`src/rtl/msg_decrypter.sv`:
```
// ============================================================================
// msg_decrypter : recovers LFSR tap/seed from a space preamble, decrypts a
// 64-byte frame and writes the left-justified plaintext back to data memory.
// Optional feature macro: MSG_DECRYPT_PARITY_CHK_EN (per-byte parity check).
// Revision: 1.0
// ============================================================================
`default_nettype none

module msg_decrypter #(
  parameter int ENC_BASE = 64,
  parameter int OUT_BASE = 0,
  parameter int PRE_MIN  = 10
) (
  input  logic       Clk,
  input  logic       Reset,
  input  logic       Start,
  output logic       Ack,
  output logic       Err,
  output logic [3:0] PtNo,
  output logic [6:0] Seed,
  output logic [7:0] MemAddr,
  output logic       MemRdEn,
  input  logic [7:0] MemRdData,
  output logic       MemWrEn,
  output logic [7:0] MemWrData
`ifdef MSG_DECRYPT_PARITY_CHK_EN
  ,
  output logic [6:0] ParErrCnt
`endif
);

  localparam logic [7:0] c_ENC_BASE = 8'(ENC_BASE);
  localparam logic [7:0] c_OUT_BASE = 8'(OUT_BASE);
  localparam logic [6:0] c_LAST_CHK = 7'(PRE_MIN - 1);
  localparam logic [6:0] c_SPACE    = 7'h20;
`ifdef MSG_DECRYPT_PARITY_CHK_EN
  localparam int c_EW = 8;
`else
  localparam int c_EW = 7;
`endif

  typedef enum logic [2:0] {
    S_IDLE    = 3'd0,
    S_LOAD    = 3'd1,
    S_SEARCH  = 3'd2,
    S_DECRYPT = 3'd3,
    S_PAD     = 3'd4,
    S_DONE    = 3'd5
  } state_t;

  function automatic logic [6:0] tap_of(input logic [3:0] idx);
    case (idx)
      4'd0:    return 7'h60;
      4'd1:    return 7'h48;
      4'd2:    return 7'h78;
      4'd3:    return 7'h72;
      4'd4:    return 7'h6A;
      4'd5:    return 7'h69;
      4'd6:    return 7'h5C;
      4'd7:    return 7'h7E;
      default: return 7'h7B;
    endcase
  endfunction

  function automatic logic [6:0] lfsr_step(input logic [6:0] s, input logic [6:0] tap);
    return {s[5:0], ^(s & tap)};
  endfunction

  state_t          state_q, state_d;
  logic            start_prev_q, start_prev_d;
  logic [6:0]      cnt_q, cnt_d;
  logic [3:0]      pt_q, pt_d;
  logic [6:0]      lfsr_q, lfsr_d;
  logic [6:0]      wp_q, wp_d;
  logic            seen_q, seen_d;
  logic            ack_q, ack_d;
  logic            err_q, err_d;
  logic [3:0]      pt_no_q, pt_no_d;
  logic [6:0]      seed_q, seed_d;
  logic [c_EW-1:0] enc_q [64];
  logic [c_EW-1:0] enc_d [64];

  logic [5:0] byte_idx;
  logic [6:0] seed_w;
  logic [6:0] srch_prev;
  logic [6:0] srch_nxt;
  logic [6:0] dec_cur;
  logic [7:0] plain;
  logic [7:0] wr_byte;
  logic       par_bad;

  assign byte_idx  = cnt_q[5:0];
  assign seed_w    = enc_q[0][6:0] ^ c_SPACE;
  // Search walks i = 1..PRE_MIN-1; the state before step 1 is the seed itself.
  assign srch_prev = (cnt_q == 7'd1) ? seed_w : lfsr_q;
  assign srch_nxt  = lfsr_step(srch_prev, tap_of(pt_q));
  assign dec_cur   = (cnt_q == 7'd0) ? seed_q : lfsr_q;
  assign plain     = {1'b0, enc_q[byte_idx][6:0] ^ dec_cur};

`ifdef MSG_DECRYPT_PARITY_CHK_EN
  logic [6:0] par_cnt_q, par_cnt_d;
  assign par_bad   = enc_q[byte_idx][7] ^ (^enc_q[byte_idx][6:0]);
  assign wr_byte   = par_bad ? 8'h80 : plain;
  assign ParErrCnt = par_cnt_q;
`else
  logic unused_rd_msb;
  assign unused_rd_msb = MemRdData[7];
  assign par_bad       = 1'b0;
  assign wr_byte       = plain;
`endif

  always_comb begin
    state_d      = state_q;
    start_prev_d = Start;
    cnt_d        = cnt_q;
    pt_d         = pt_q;
    lfsr_d       = lfsr_q;
    wp_d         = wp_q;
    seen_d       = seen_q;
    ack_d        = ack_q;
    err_d        = err_q;
    pt_no_d      = pt_no_q;
    seed_d       = seed_q;
    enc_d        = enc_q;
`ifdef MSG_DECRYPT_PARITY_CHK_EN
    par_cnt_d    = par_cnt_q;
`endif
    MemAddr      = 8'h00;
    MemRdEn      = 1'b0;
    MemWrEn      = 1'b0;
    MemWrData    = 8'h00;

    case (state_q)
      S_IDLE: begin
        if (start_prev_q && !Start) begin
          state_d = S_LOAD;
          cnt_d   = 7'd0;
`ifdef MSG_DECRYPT_PARITY_CHK_EN
          par_cnt_d = 7'd0;
`endif
        end
      end

      S_LOAD: begin
        if (cnt_q < 7'd64) begin
          MemRdEn = 1'b1;
          MemAddr = c_ENC_BASE + {2'b00, byte_idx};
        end
        // Read data lags its strobe by one cycle, hence the 65th cycle.
        if (cnt_q != 7'd0) begin
          enc_d[6'(cnt_q - 7'd1)] = MemRdData[c_EW-1:0];
        end
        if (cnt_q == 7'd64) begin
          state_d = S_SEARCH;
          cnt_d   = 7'd1;
          pt_d    = 4'd0;
        end else begin
          cnt_d = cnt_q + 7'd1;
        end
      end

      S_SEARCH: begin
        if (seed_w == 7'd0) begin
          err_d   = 1'b1;
          ack_d   = 1'b1;
          state_d = S_DONE;
        end else if ((enc_q[byte_idx][6:0] ^ srch_nxt) == c_SPACE) begin
          if (cnt_q == c_LAST_CHK) begin
            pt_no_d = pt_q;
            seed_d  = seed_w;
            state_d = S_DECRYPT;
            cnt_d   = 7'd0;
            wp_d    = 7'd0;
            seen_d  = 1'b0;
          end else begin
            cnt_d  = cnt_q + 7'd1;
            lfsr_d = srch_nxt;
          end
        end else if (pt_q == 4'd8) begin
          err_d   = 1'b1;
          ack_d   = 1'b1;
          state_d = S_DONE;
        end else begin
          pt_d  = pt_q + 4'd1;
          cnt_d = 7'd1;
        end
      end

      S_DECRYPT: begin
        lfsr_d = lfsr_step(dec_cur, tap_of(pt_no_q));
`ifdef MSG_DECRYPT_PARITY_CHK_EN
        if (par_bad && (par_cnt_q != 7'h7F)) begin
          par_cnt_d = par_cnt_q + 7'd1;
        end
`endif
        if (seen_q || (wr_byte != 8'h20)) begin
          MemWrEn   = 1'b1;
          MemAddr   = c_OUT_BASE + {1'b0, wp_q};
          MemWrData = wr_byte;
          wp_d      = wp_q + 7'd1;
          seen_d    = 1'b1;
        end
        if (cnt_q == 7'd63) begin
          if (wp_d == 7'd64) begin
            state_d = S_DONE;
            ack_d   = 1'b1;
          end else begin
            state_d = S_PAD;
          end
        end else begin
          cnt_d = cnt_q + 7'd1;
        end
      end

      S_PAD: begin
        MemWrEn   = 1'b1;
        MemAddr   = c_OUT_BASE + {1'b0, wp_q};
        MemWrData = 8'h20;
        wp_d      = wp_q + 7'd1;
        if (wp_q == 7'd63) begin
          state_d = S_DONE;
          ack_d   = 1'b1;
        end
      end

      S_DONE: begin
        if (Start && !start_prev_q) begin
          state_d = S_IDLE;
          ack_d   = 1'b0;
          err_d   = 1'b0;
          pt_no_d = 4'd0;
          seed_d  = 7'd0;
        end
      end

      default: state_d = S_IDLE;
    endcase
  end

  always_ff @(posedge Clk or negedge Reset) begin
    if (!Reset) begin
      state_q      <= S_IDLE;
      start_prev_q <= 1'b0;
      cnt_q        <= 7'd0;
      pt_q         <= 4'd0;
      lfsr_q       <= 7'd0;
      wp_q         <= 7'd0;
      seen_q       <= 1'b0;
      ack_q        <= 1'b0;
      err_q        <= 1'b0;
      pt_no_q      <= 4'd0;
      seed_q       <= 7'd0;
`ifdef MSG_DECRYPT_PARITY_CHK_EN
      par_cnt_q    <= 7'd0;
`endif
    end else begin
      state_q      <= state_d;
      start_prev_q <= start_prev_d;
      cnt_q        <= cnt_d;
      pt_q         <= pt_d;
      lfsr_q       <= lfsr_d;
      wp_q         <= wp_d;
      seen_q       <= seen_d;
      ack_q        <= ack_d;
      err_q        <= err_d;
      pt_no_q      <= pt_no_d;
      seed_q       <= seed_d;
`ifdef MSG_DECRYPT_PARITY_CHK_EN
      par_cnt_q    <= par_cnt_d;
`endif
    end
  end

  // Frame buffer carries no reset; it is always reloaded before use.
  always_ff @(posedge Clk) begin
    enc_q <= enc_d;
  end

  assign Ack  = ack_q;
  assign Err  = err_q;
  assign PtNo = pt_no_q;
  assign Seed = seed_q;

endmodule

`default_nettype wire

```
`config.mk`:
```
export PLATFORM = sky130hd
export DESIGN_NAME = msg_decrypter
export DESIGN_NICKNAME = d
export VERILOG_FILES = /design/src/rtl/msg_decrypter.sv
export SDC_FILE = /design/constraint.sdc
export NUM_CORES = 1
export LEC_CHECK = 0
export ABC_AREA = 1
export CORE_UTILIZATION = 50
export CTS_BUF_LIST = sky130_fd_sc_hd__clkbuf_4 sky130_fd_sc_hd__clkbuf_8
export CTS_CLUSTER_SIZE = 8
export DETAILED_ROUTE_END_ITERATION = 16
export HOLD_SLACK_MARGIN = 0.08
export PLACE_DENSITY = 0.69
export REMOVE_ABC_BUFFERS = 1
export SETUP_SLACK_MARGIN = 0.5
export SYNTH_ARGS = -nofsm -noshare
export SYNTH_HDL_FRONTEND = slang
export SYNTH_SLANG_ARGS = --single-unit
```
`constraint.sdc`:
```
create_clock -name Clk -period 4.05 [get_ports Clk]
set_input_delay 0.81 -clock Clk [delete_from_list [all_inputs] [get_ports Clk]]
set_output_delay 0.81 -clock Clk [all_outputs]
set_load 0.02 [all_outputs]
```
==> reports/results.ini <==
[layout]
num_antenna_cells=0
fin_area_mm2=0.0283
num-fill-cells=3486
drive_gt1_share_pct=23.2
multi_input_area_mm2=0.00763
final_core_util_pct=62.3
syn_to_final_growth_pct=22.9
ff_latch_area_mm2=0.0145
finalNetCount=2648

[critical_path]
cp-start-kind=flip-flop
worstSetupPathType=reg -> out
critPathCaptureType=output port
worstPathMaxFanout=14
crit_start=cnt_q[0]
timing.rr.start=cnt_q[0]
timing.rr.end=PtNo[1]
r2r_cells=32
critPathArrivalTime_ns=3.70
critical_path_required_ns=3.24
r2r_slack_ns=-0.28

[yosys]
postSynth.asyncResetShare_pct=8.76
yosys_warnings=0
postSynthCellCount=2385
yosysUniqueCellTypes=46
synth_edf_count=448
ys_seq_elements=491
yosys.area.top_type=edfxtp_1
synth_flop_cell=edfxtp_1
synth_top_area_share_pct=58.4
ys_seq_area_share_pct=63.1
syn_area_per_cell_um2=9.65
synth_area_leaders=edfxtp_1, nand2_1, dfrtp_1, nor2_1, inv_1
syn-cell-area_mm2=0.0230

[floorplanning]
die_h_um=217
io_pins=42
die_area_mm2=0.0469
initial_utilization_pct=50.7
die_w_um=217
fp-row-count=78
coreArea_mm2=0.0454

[clock_network]
cts.path.max_buffers=3
cts_tree=yes
clock_latency_ns=0.70
root_buffer=clkbuf_8
postCtsHoldBufs=0
clk_pin_slew_ns=0.07
numClockSinks=491
cts_buffers=83
htree_levels=3

[sta]
period_share_pct=111
postLayoutSetupSlackWorst_ns=-0.462
rsz0062_at_grt=yes
finClkSkew_ns=0.0519
report.final.slew_viol_count=0
setup_viol=50
finalHoldViolations=0
relSlewSlack_pct=23.5
max_freq_mhz=222
worstMarginPinSlew_ns=1.15
period_needed_ns=4.51

[placed_design]
portBuffers=38
post-dp-hpwl_um=36600
place_ws_ns=-0.343
place_area_mm2=0.0246
place.gp.congestion=0.900

[global_route]
grtUsageMet3_pct=4.67
grt_pass1_vias=17400
grt_antenna_before_repair=0
gr-total-overflow=0
grt_use_met1_pct=35.8
use_met2_pct=44.8
grtUsageTotal_pct=27.5
grt.busiest_layer=met2
grt_pass1_wl_um=98300
grt_max_degree=56

[drt]
dr_total_vias=17700
drc=0
wl_per_cell_um=19.3
drt_iter0_drc=1657
ant_nets=0
wl_um=63400
firstDrtPassIters=5
vias_per_cell=5.40

[job]
max_cap_viol_count=0

[power]
leakage_nw=11.7
peakVddDrop_v=0.000207
power_density_mw_per_mm2=352

[run_status]
status=complete, but fails checks
violations=negative setup slack

[worst_hold_path]
hp-class=in -> async

[per-layer routing]
layer,routed length [um],share of wire (%)
met1,25800,41
met2,30300,48
met3,4690,7.4
met4,2690,4.2
met5,0,0
[worst max-delay path, cell delays in order (launching register included)]
cell	delay, ns
dfrtp_4	0.44
buf_12	0.19
clkinv_16	0.11
buf_4	0.14
buf_4	0.14
buf_16	0.15
nand2_2	0.06
nand3_2	0.07
a21oi_2	0.17
nor2_1	0.07
nand2_1	0.11
nand3_2	0.12
nand2_2	0.11
nand2_2	0.06
nand2_2	0.09
nand2_2	0.08
nor2_4	0.17
nand2_4	0.08
inv_4	0.06
nor2_4	0.03
nor2_4	0.19
inv_2	0.06
nand2_1	0.05
o21ai_1	0.07
buf_4	0.16
[cells by family (layout without fill, tap and decap cells)]
family | Yosys count | count (layout) | share of synthesized area (%)
buffers and inverters | 355 | 650 | 7.27
and+or+nand+nor | 1309 | 1313 | 23.2
DFF | 491 | 491 | 63.1
adders and majority gates | 12 | 12 | 0.652
other | 1 | 2 | 0.0163
AOI/OAI and AO/OA | 188 | 188 | 4.63
xor gates and xnor gates | 29 | 29 | 1.10
[cell usage after synthesis, types with 7 or more instances]
cell type	n
nand2_1	839
edfxtp_1	448
nor2_1	255
inv_1	242
nand3_1	160
o21ai_0	70
a21oi_1	46
buf_2	45
dfrtp_1	43
o21ai_1	32
buf_6	26
xor2_1	21
o21ai_2	19
buf_4	16
nand2_2	16
clkbuf_1	13
ha_1	12
o22ai_1	11
xnor2_1	8
nor2_2	7
[final cells by class]
| class | count | area share, % |
|---|---|---|
| Timing Repair inverter | 1 | 0.0708 |
| Sequential cell | 491 | 51.4 |
| Multi-Input combinational cell | 1544 | 27.0 |
| Inverter | 253 | 3.56 |
| Clock buffer | 112 | 4.85 |
| Clock inverter | 33 | 0.721 |
| Tap cell | 600 | 2.65 |
| Timing Repair Buffer | 251 | 9.76 |
[where the power goes]
part / leakage (nW) / internal, mW / total [mW] / switching [mW]
logic: 6.32 / 0.0115 / 0.110 / 0.0990
clock network: 0.826 / 2.32 / 4.31 / 1.99
registers: 4.60 / 5.53 / 5.53 / 0.000178
total: 11.7 / 7.86 / 9.95 / 2.09
[metrics by stage]
| stage | std cells | TNS [ns] | total power [mW] | hold slack, ns |
|---|---|---|---|---|
| final | 3285 | -12.41 | 9.95 | 0.239 |
| after CTS | 3274 | -6.08 | 9.98 | 0.249 |
| after global routing | 3285 | -20.31 | 10.2 | 0.281 |
| after detailed placement | 3042 | -2.40 | 5.75 | 0.472 |
| after global placement | 3042 | -2.04 | 5.74 | 0.460 |
| after floorplan | 2284 | -1888.80 | 5.64 | 0.442 |
[sequential cells by signal, indices dropped and copies added, names as in the netlist]
signal	flops
lfsr_q	7
start_prev_q	1
pt_q	4
enc_q	448
wp_q	7
state_q	3
PtNo	4
Err	1
Seed	7
Ack	1
cnt_q	7
seen_q	1
[repair_timing]
action | 4_1_cts | 5_1_grt
buffers inserted | 65 | 11
setup endpoints to repair | 443 | 300
pin swaps | 77 | 32
resized for setup | 310 | 70
gates cloned | 22 | 0
[layout by cell type, fill, tap and decap left out, types with 27 or more instances in the layout]
cell	count
nor2_1	179
nand2_2	73
clkbuf_8	85
nand2_1	779
buf_4	152
o21ai_1	48
nand3_1	137
o21ai_0	48
clkbuf_4	27
inv_1	240
a21oi_1	30
edfxtp_1	448
buf_12	29
nor2_2	65
dfrtp_1	41
[worst max-delay path by stage]
stage,to,slack (ns),depth (start not counted)
after floorplan,MemAddr[1],-4.67,18
after global placement,MemAddr[4],-0.31,20
after detailed placement,MemAddr[1],-0.34,21
after CTS,MemAddr[0],-0.38,23
after global routing,MemAddr[1],-0.61,25
final,MemAddr[1],-0.46,24
Note: power is estimated with default switching activity, not from simulation.
